File: src/rtl/vga_scan.sv
// vga_scan: VGA raster timing generator.
// hcount/vcount free-run over the full line/frame. Colour, sync and frame_tick
// are produced by one register stage, so they line up with each other one clk
// after the (curr_x, curr_y) they belong to.
// Optional feature: define VGA_SCAN_BORDER_EN to force white on the outermost
// visible row/column (timing is unaffected).
module vga_scan #(
  parameter int unsigned HVIS      = 1440,
  parameter int unsigned HFP       = 80,
  parameter int unsigned HSW       = 152,
  parameter int unsigned HBP       = 232,
  parameter int unsigned VVIS      = 900,
  parameter int unsigned VFP       = 1,
  parameter int unsigned VSW       = 3,
  parameter int unsigned VBP       = 28,
  parameter logic        HSYNC_POL = 1'b0,
  parameter logic        VSYNC_POL = 1'b1
) (
  input  logic        clk,
  input  logic        rst,
  output logic [10:0] curr_x,
  output logic [10:0] curr_y,
  input  logic [3:0]  draw_r,
  input  logic [3:0]  draw_g,
  input  logic [3:0]  draw_b,
  output logic [3:0]  pix_r,
  output logic [3:0]  pix_g,
  output logic [3:0]  pix_b,
  output logic        hsync,
  output logic        vsync,
  output logic        frame_tick
);

  // Counter thresholds, all in the 11-bit counter domain.
  localparam logic [10:0] H_VIS        = 11'(HVIS);
  localparam logic [10:0] H_VIS_LAST   = 11'(HVIS - 1);
  localparam logic [10:0] H_SYNC_START = 11'(HVIS + HFP);
  localparam logic [10:0] H_SYNC_END   = 11'(HVIS + HFP + HSW);
  localparam logic [10:0] H_LAST       = 11'(HVIS + HFP + HSW + HBP - 1);
  localparam logic [10:0] V_VIS        = 11'(VVIS);
  localparam logic [10:0] V_VIS_LAST   = 11'(VVIS - 1);
  localparam logic [10:0] V_SYNC_START = 11'(VVIS + VFP);
  localparam logic [10:0] V_SYNC_END   = 11'(VVIS + VFP + VSW);
  localparam logic [10:0] V_LAST       = 11'(VVIS + VFP + VSW + VBP - 1);

  logic [10:0] hcount_q, hcount_d;
  logic [10:0] vcount_q, vcount_d;
  logic [3:0]  pix_r_q, pix_r_d;
  logic [3:0]  pix_g_q, pix_g_d;
  logic [3:0]  pix_b_q, pix_b_d;
  logic        hsync_q, hsync_d;
  logic        vsync_q, vsync_d;
  logic        frame_tick_q, frame_tick_d;
  logic        h_wrap_s;
  logic        visible_s;
`ifdef VGA_SCAN_BORDER_EN
  logic        border_s;
`endif

  // Next raster position: h wraps every line, v steps only on the h wrap.
  always_comb begin
    h_wrap_s = (hcount_q == H_LAST);
    hcount_d = hcount_q;
    vcount_d = vcount_q;
    if (h_wrap_s) begin
      hcount_d = 11'd0;
      if (vcount_q == V_LAST) begin
        vcount_d = 11'd0;
      end else begin
        vcount_d = vcount_q + 11'd1;
      end
    end else begin
      hcount_d = hcount_q + 11'd1;
    end
  end

  // Output stage inputs: blank colour outside the visible area, decode syncs and the frame tick.
  always_comb begin
    visible_s    = (hcount_q < H_VIS) && (vcount_q < V_VIS);
    pix_r_d      = 4'h0;
    pix_g_d      = 4'h0;
    pix_b_d      = 4'h0;
    hsync_d      = ~HSYNC_POL;
    vsync_d      = ~VSYNC_POL;
    frame_tick_d = 1'b0;

    // A mux (not an AND) so blanked pixels are 0 even if draw_* is unknown.
    if (visible_s) begin
      pix_r_d = draw_r;
      pix_g_d = draw_g;
      pix_b_d = draw_b;
    end else begin
      pix_r_d = 4'h0;
      pix_g_d = 4'h0;
      pix_b_d = 4'h0;
    end

`ifdef VGA_SCAN_BORDER_EN
    border_s = visible_s &&
               ((hcount_q == 11'd0) || (hcount_q == H_VIS_LAST) ||
                (vcount_q == 11'd0) || (vcount_q == V_VIS_LAST));
    if (border_s) begin
      pix_r_d = 4'hF;
      pix_g_d = 4'hF;
      pix_b_d = 4'hF;
    end else begin
      pix_r_d = pix_r_d;
      pix_g_d = pix_g_d;
      pix_b_d = pix_b_d;
    end
`endif

    if ((hcount_q >= H_SYNC_START) && (hcount_q < H_SYNC_END)) begin
      hsync_d = HSYNC_POL;
    end else begin
      hsync_d = ~HSYNC_POL;
    end

    if ((vcount_q >= V_SYNC_START) && (vcount_q < V_SYNC_END)) begin
      vsync_d = VSYNC_POL;
    end else begin
      vsync_d = ~VSYNC_POL;
    end

    if ((hcount_q == 11'd0) && (vcount_q == V_VIS)) begin
      frame_tick_d = 1'b1;
    end else begin
      frame_tick_d = 1'b0;
    end
  end

  // State and output registers; reset is asynchronous so outputs idle immediately.
  always_ff @(posedge clk or posedge rst) begin
    if (rst) begin
      hcount_q     <= 11'd0;
      vcount_q     <= 11'd0;
      pix_r_q      <= 4'h0;
      pix_g_q      <= 4'h0;
      pix_b_q      <= 4'h0;
      hsync_q      <= ~HSYNC_POL;
      vsync_q      <= ~VSYNC_POL;
      frame_tick_q <= 1'b0;
    end else begin
      hcount_q     <= hcount_d;
      vcount_q     <= vcount_d;
      pix_r_q      <= pix_r_d;
      pix_g_q      <= pix_g_d;
      pix_b_q      <= pix_b_d;
      hsync_q      <= hsync_d;
      vsync_q      <= vsync_d;
      frame_tick_q <= frame_tick_d;
    end
  end

  // Position comes straight from the counters: no path from draw_* to curr_x/curr_y.
  assign curr_x     = hcount_q;
  assign curr_y     = vcount_q;
  assign pix_r      = pix_r_q;
  assign pix_g      = pix_g_q;
  assign pix_b      = pix_b_q;
  assign hsync      = hsync_q;
  assign vsync      = vsync_q;
  assign frame_tick = frame_tick_q;

endmodule

File: config.mk
export PLATFORM = sky130hd
export DESIGN_NAME = vga_scan
export DESIGN_NICKNAME = d
export VERILOG_FILES = /design/src/rtl/vga_scan.sv
export SDC_FILE = /design/constraint.sdc
export NUM_CORES = 1
export LEC_CHECK = 0
export ABC_AREA = 1
export CORE_ASPECT_RATIO = 1.1
export CORE_MARGIN = 3
export CORE_UTILIZATION = 40
export DETAILED_ROUTE_END_ITERATION = 16
export DONT_BUFFER_PORTS = 1
export GPL_ROUTABILITY_DRIVEN = 1
export GPL_TIMING_DRIVEN = 0
export PLACE_DENSITY = 0.55
export SETUP_SLACK_MARGIN = 0.1
export SYNTH_ARGS = -nofsm -noshare
export SYNTH_HDL_FRONTEND = slang
export SYNTH_SLANG_ARGS = --single-unit
File: constraint.sdc
create_clock -name clk -period 1.5 [get_ports clk]
set_clock_uncertainty 0.1 [all_clocks]
set_input_delay 0.3 -clock clk [delete_from_list [all_inputs] [get_ports clk]]
set_output_delay 0.3 -clock clk [all_outputs]
set_load 0.05 [all_outputs]
**Word-level counts from Yosys, hierarchy flattened**

Cells that the tools add are included.

- $lt $le $gt $ge: 6
- Reductions and logical operators: 5
- Add/sub/neg operators: 2
- Mux-type cells: 8
- Equal/unequal tests: 3

Operators by type and width:

| cell | number |
|---|---|
| $add 11x1->11 const B | 2 |
| $eq 11x10->1 const B | 2 |
| $lt 11x10->1 const B | 2 |
| $lt 11x11->1 const B | 2 |
| $mux 11 | 2 |
| $mux 4 | 3 |
| $eq 11x11->1 const B | 1 |
| $ge 11x10->1 const B | 1 |
| $ge 11x11->1 const B | 1 |
| $logic_not 11->1 | 1 |
| $logic_and 1x1->1 | 4 |
| $mux 1 | 3 |

- Bits in registers: 37
- Logic and storage cells: 32
- Output and inout port bits: 37

**Logic depth before layout (Yosys ltp)**

Gate-level depths: netlist of run 1.

- Depth after elaboration: 3
- Mapped depth: 9
- Gate-level depth less buffers: 9

**Worst setup path before layout of run 1**

OpenSTA, ideal clock, no wires.

- Path type: register -> register
- From: reg hcount_q[0], in the netlist curr_x[0]
- To: reg vcount_q[9], in the netlist curr_y[9]
- Path slack: -0.369 ns
- Cell stages (with the launch flop): 9
- Data required time: 1.279 ns
- Setup time: 0.121 ns
- Clock period less this slack: 1.869 ns
- Buffers on the path: 0
- Data arrival time: 1.648 ns
- Cells stage by stage: dfrtp_1 > ha_1 > nand2_2 > nor2_4 > nand2_4 > nor2_8 > nand3_1 > nand2_1 > nor2_1

- Word-level cells in the longest chain between the ends: 1

Ends and longest elaborated chain:

| element | line | text |
|---|---|---|
| start: declaration | 46 | `logic [10:0] hcount_q, hcount_d;` |
| start signal: assignment | 144 | `hcount_q <= hcount_d;` |
| $eq 11x11->1 | 62 | `h_wrap_s = (hcount_q == H_LAST);` |
| end signal: assignment | 145 | `vcount_q <= vcount_d;` |
| end: declaration | 47 | `logic [10:0] vcount_q, vcount_d;` |

No other way between the ends.
A chain may end at the register's enable or synchronous reset.

**Final worst setup path of run 1**

- From: reg hcount_q[1], in the netlist curr_x[1]
- To: reg vcount_q[0], in the netlist curr_y[0]

The elaborated chain is that of the path after synthesis.

==> results_dict.tcl, run 1 <==
set metrics [dict create \
    maxSlewHeadroom_pct 57.73 \
    cts_inserted_buffers 5 \
    core_area_sq_um 4717 \
    grt_pass1_vias 1625 \
    min_path_cells 2 \
    power_per_cell_area_nw_per_um2 670.4 \
    yosysWarnings 0 \
    design_area_sq_um 2745 \
    diodes 0 \
    path_class "reg2reg" \
    crit_slowest_cell "dfrtp_2" \
    synth_area_leader_cell "dfrtp_1" \
    hold_end "pix_g[2]" \
    synth_top_flop_cell "dfrtp_1" \
    synth.most_common_cell "nand2_1" \
    critical-path-max-stage-delay_ps 570 \
    synth_cells 253 \
    die_x_microns 73.33 \
    yosysTopAreaCellShare_pct 45.17 \
    post-route-period-util_pct 111.3 \
    crit_path_max_fanout 5 \
    timing.critical_path.buf_inv 1 \
    tightest_slew_ps 633.3 \
    clk_pin_slew_ps 80 \
    final-seq-area_sq_um 979.7 \
    dpl_cell_area_sq_um 2161 \
    critPathArrivalTime_ps 1790 \
    crit_path_end_kind "register" \
    fillers 424 \
    wl_per_cell_microns 14.29 \
    multiInputGateArea_sq_um 1111 \
    clock_sinks 37 \
    ioPinCount 51 \
    ir_worst_vdd_uv 672.4 \
    htree_levels 2 \
    synth_edf_count 0 \
    ys_ff_latch 37 \
    fmax_mhz 599.1 \
    hold_violations 0 \
    yosys-top-cells-area "dfrtp_1 45%, nand2_1 9.4%, nor2_1 8.5%" \
    tritoncts "yes" \
    gp_congestion 0.8336 \
    min_from "draw_g[2]" \
    drt-pass1-iter-count 4 \
    syn_nets 272 \
    synth_commonest_cells "50 x nand2_1, 45 x nor2_1, 44 x inv_1" \
    start_util_pct 42.28 \
    reg2reg_slack_ps -170 \
    grt_antenna_before_repair 0 \
    start_kind "register" \
    place_ws_ps -260.9 \
    rows 26 \
    status "finished, violations left" \
    timing.critical_path.cells "ha_4 > nand3_4 > nor3_4 > buf_6 > nand3_1 > o21ai_1" \
    ys_seq_area_share_pct 46.49 \
    num_vias 1733 \
    nNetsFinal 307 \
    p_leak_nw 1.296 \
    r2r_end "curr_y[0]" \
    final_max_slew_viol_count 0 \
    overflow 0 \
    drt_iter0_drc 100 \
    hp-class "in2reg" \
    layout-drive-gt1-share_pct 42.91 \
    drt_wl_total_microns 4931 \
    syn2layout_area_growth_pct 37.64 \
    chipHeight_microns 80.06 \
    ys_types 27 \
    syn_area_per_cell_sq_um 7.883 \
    die_area_sq_um 5870 \
    root_buffer "clkbuf_8" \
    async_reset_ff_share_pct 100.0 \
    reg2reg_from "curr_x[1]" \
    grt_max_degree 38 \
    rsz0062_at_grt "yes" \
    critPathTopFamily "flip-flops" \
    setup-violations-final 30 \
    clockBufferDepth 2 \
    ant_nets 0 \
    critPathRequiredTime_ps 1620 \
    grt_pass1_wl_microns 7596 \
    reg2regPathDepth 6 \
    fin_ws_ps -169.2 \
    grt_usage_pct 16.88 \
    fin_crit_ps 1669 \
    vias_per_cell 5.023 \
    drv_cap 0 \
    synth_area_sq_um 1994 \
    numPortBuffers 0 \
    insertion_delay_ps 290 \
    violations "negative setup slack" \
    dp_hpwl_microns 3129 \
    drc_errors 0 \
]
repair_timing:
action,CTS,global route
hold buffers,7,1
buffers inserted,8,10
pin swaps,9,15
setup endpoints to repair,37,40
hold endpoints to repair,42,1
gates cloned,1,1
gates resized for setup,21,62
per-stage QoR:
step / std cells / hold slack, ps / power (W) / util (%) / TNS, ps
floorplan: 253 / 306.2 / 0.001124 / - / -306.2
global placement: 309 / 307.6 / 0.001134 / 45.81 / -12630
detailed placement: 309 / 274.0 / 0.001135 / 45.81 / -5055
CTS: 333 / 0.2852 / 0.001865 / 51.91 / -3759
global route: 345 / 15.83 / 0.001917 / 58.20 / -5992
finish: 345 / 7.292 / 0.001840 / 58.20 / -3345
cell type report:
cell class                 instances  area share [%]
multi-input combinational        165           40.47
tap                               56           2.552
timing repair buffer              28           8.842
clock inverter                     3          0.8204
sequential                        37           35.69
inverter                          45           6.655
buffer                             6           2.461
clock buffer                       5           2.507
cell families (layout without fill, tap and decap cells):
family                     count (synthesis)  count (layout)  synth area share [%]
and+or+nand+nor                          143             143                 34.44
DFF                                       37              37                 46.49
xor gates and xnor gates                   5               5                 2.196
buffers and inverters                     51              87                 10.66
AOI/OAI and AO/OA                         12              12                 3.074
adders and majority gates                  5               5                 3.137
placed cells by master, fill, tap and decap left out, types with 2 or more instances in the layout:
cell type | synthesis | routed
dfrtp_1 | 36 | 14
dfrtp_2 | 0 | 12
buf_6 | 1 | 10
ha_4 | 0 | 3
clkbuf_8 | 0 | 5
nand3_2 | 3 | 11
a21oi_1 | 6 | 4
nor2_1 | 45 | 28
nor2_4 | 2 | 9
o21ai_1 | 0 | 3
nor3_4 | 1 | 4
nand3_1 | 20 | 11
inv_1 | 44 | 35
nand2_1 | 50 | 44
dfrtp_4 | 0 | 10
inv_2 | 1 | 5
nand4_1 | 7 | 7
a21oi_2 | 0 | 2
nand2_2 | 4 | 6
inv_4 | 0 | 3
o21ai_0 | 5 | 2
buf_4 | 3 | 15
xor2_1 | 5 | 5
clkinvlp_4 | 0 | 3
nand2_4 | 1 | 5
dlygate4sd3_1 | 0 | 8
nor2_2 | 2 | 12
state kept, by name, summed over array words and instances, names as in the netlist:
signal,count
pix_g,4
frame_tick,1
curr_y,11
pix_r,4
vsync,1
pix_b,4
hsync,1
curr_x,11
report_power, final:
part           switching, W   total, W  internal [W]
logic             0.0000330  0.0000568     0.0000238
registers         0.0000673    0.00108       0.00101
clock network      0.000379   0.000705      0.000326
worst reg2reg max path: cells and delay by family, from the launching register on:
family | cells | cell delay (ps)
AOI/OAI and AO/OA | 1 | 70
and+or+nand+nor | 3 | 480
buffers and inverters | 1 | 160
adders and majority gates | 1 | 220
DFF | 1 | 570
layer usage:
metal / GRT usage [%] / wire length [microns] / vias up
li1: - / - / 851
met1: 20.54 / 1997 / 814
met2: 28.00 / 2496 / 61
met3: 5.882 / 384 / 7
met4: 4.891 / 53 / 0
met5: 0 / 0 / -
worst max path at each step:
stage	start	cells past startpoint	end
final	curr_x[1]	6	curr_y[0]
after global placement	rst	1	curr_y[4]
after detailed placement	curr_x[0]	6	curr_y[1]
after CTS	curr_x[0]	8	curr_y[9]
after global routing	curr_x[1]	6	curr_y[0]
after floorplan	curr_x[0]	8	curr_y[9]
No activity file was read; power rests on OpenSTA's default activity.
==> run 2: changes to the inputs <==
SETUP_SLACK_MARGIN = default   (was 0.1)
TNS_END_PERCENT = 100   (was default)
==> run 2 against run 1 <==
Net effect: core utilization up 0.11 points; the flow still finishes with violations (negative setup slack); register-to-register slack about the same; largest cell class unchanged; flip-flop and latch count unchanged; wire length up 0.39%; largest power group unchanged.
==> results_dict.tcl, run 2 (synthesized netlist as in run 1, its figures left out) <==
set metrics [dict create \
    overflow 0 \
    wl_per_cell_microns 14.27 \
    cts_inserted_buffers 5 \
    num_vias 1713 \
    hold_violations 0 \
    mostFrequentLayoutCells "46 x nand2_1, 36 x inv_1, 30 x nor2_1" \
    rsz0062_at_grt "yes" \
    drt_wl_total_microns 4950 \
    path_class "reg2reg" \
    fillers 423 \
    grt_pass1_vias 1685 \
    nNetsFinal 309 \
    fin_ws_ps -155.6 \
    fin_crit_ps 1656 \
    post-route-period-util_pct 110.4 \
    power_frac_comb_pct 2.8 \
    p_leak_nw 1.329 \
    ant_nets 0 \
    drc_errors 0 \
    core_area_sq_um 4717 \
    cell_internal_pwr_w 0.001534 \
    sequentialPowerShare_pct 53.6 \
    clockBufferDepth 2 \
    clock_sinks 37 \
    crit_path_max_fanout 5 \
    status "finished, violations left" \
    ir_worst_vdd_uv 537.0 \
    clk_pin_slew_ps 80 \
    critPathRequiredTime_ps 1630 \
    start_util_pct 42.28 \
    gp_congestion 0.8134 \
    power_per_cell_area_nw_per_um2 732.6 \
    grt_usage_pct 18.37 \
    final_max_slew_viol_count 0 \
    ioPinCount 51 \
    drv_cap 0 \
    vias_per_cell 4.937 \
    swShare_pct 23.85 \
    hp-class "in2reg" \
    design_area_sq_um 2750 \
    final_common_cell "nand2_1" \
    critPathArrivalTime_ps 1780 \
    fmax_mhz 604.0 \
    rows 26 \
    tightest_slew_ps 781.8 \
    totalPowerFinal_w 0.002015 \
    chipHeight_microns 80.06 \
    grt_antenna_before_repair 0 \
    syn2layout_area_growth_pct 37.89 \
    start_kind "register" \
    insertion_delay_ps 290 \
    drt_iter0_drc 83 \
    drt-pass1-iter-count 4 \
    tritoncts "yes" \
    root_buffer "clkbuf_8" \
    layout-drive-gt1-share_pct 41.24 \
    numPortBuffers 0 \
    die_area_sq_um 5870 \
    clockPowerShare_pct 43.6 \
    p_sw_w 0.0004804 \
    diodes 0 \
    setup-violations-final 31 \
    maxSlewHeadroom_pct 47.80 \
    dp_hpwl_microns 3204 \
    crit_path_end_kind "register" \
    grt_pass1_wl_microns 8190 \
    grt_max_degree 38 \
    dpl_cell_area_sq_um 2132 \
    die_x_microns 73.33 \
    violations "negative setup slack" \
    htree_levels 2 \
    place_ws_ps -227.2 \
]
-- run 2: final timing paths --
check                             to  slack [ps]  depth (start not counted)      start
max                        curr_y[8]        -160                          7  curr_x[4]
min                         pix_r[1]          20                          2  draw_r[1]
max reg2reg                curr_y[8]        -160                          7  curr_x[4]
min reg2reg                curr_x[0]         540                          1  curr_x[0]
max in group asynchronous  curr_y[1]         180                          2        rst
min in group asynchronous  curr_x[3]         520                          2        rst
-- run 2: power by group through the flow --
| stage | sequential (W) | clock, W | combinational (W) |
|---|---|---|---|
| final | 0.00108 | 0.000879 | 0.0000563 |
| after floorplan | 0.00110 | 0 | 0.0000274 |
| after global placement | 0.00110 | 0 | 0.0000342 |
| after CTS | 0.00108 | 0.000904 | 0.0000579 |
| after global routing | 0.00108 | 0.000948 | 0.0000646 |
| after detailed placement | 0.00110 | 0 | 0.0000358 |
-- run 2: timing repair --
action,CTS,global route
hold buffers,10,0
buffers inserted,14,4
pin swaps,12,7
setup endpoints to repair,34,34
resized for setup,57,27
gates cloned,2,0
hold endpoints to repair,45,0
-- run 2: cell type report --
| cell class | instances | area (sq um) | area share (%) |
|---|---|---|---|
| multi-input combinational | 165 | 1077 | 39.17 |
| clock inverter | 3 | 46.29 | 1.683 |
| tap | 56 | 70.07 | 2.548 |
| timing repair buffer | 30 | 274.0 | 9.964 |
| inverter | 45 | 171.4 | 6.233 |
| buffer | 6 | 67.56 | 2.457 |
| sequential | 37 | 974.7 | 35.44 |
| clock buffer | 5 | 68.82 | 2.502 |
-- run 2: metal layers --
metal  vias up  track usage [%]  part of all wire (%)
met3         9            4.756                   5.3
met2        47            30.14                    50
met5         -                0                     0
met1       806            23.42                    43
met4         0            5.978                   1.8
li1        851                -                     -
-- run 2: stage by stage --
step	setup TNS, ps	hold WS (ps)	instances	utilization, %
3_3_place_gp	-13050	308.0	309	45.20
3_5_place_dp	-5575	280.9	309	45.20
4_1_cts	-3086	7.071	343	55.84
2_1_floorplan	-305.8	306.2	253	-
6_report	-3025	17.45	347	58.30
5_1_grt	-5872	8.590	347	58.30
-- run 2: worst max-delay path, cell delays in order (launching register included) --
cell and delay, ps:
dfrtp_2 520, buf_6 180, nor2_4 110, nand2_2 90
nor3_4 280, buf_6 170, nand4_1 80, nand2_1 70
==> run 3: changes to the inputs <==
GPL_ROUTABILITY_DRIVEN = default   (was 1)
==> results of run 3 <==
No change in the layout: final DEF, timing and power equal those of run 2.
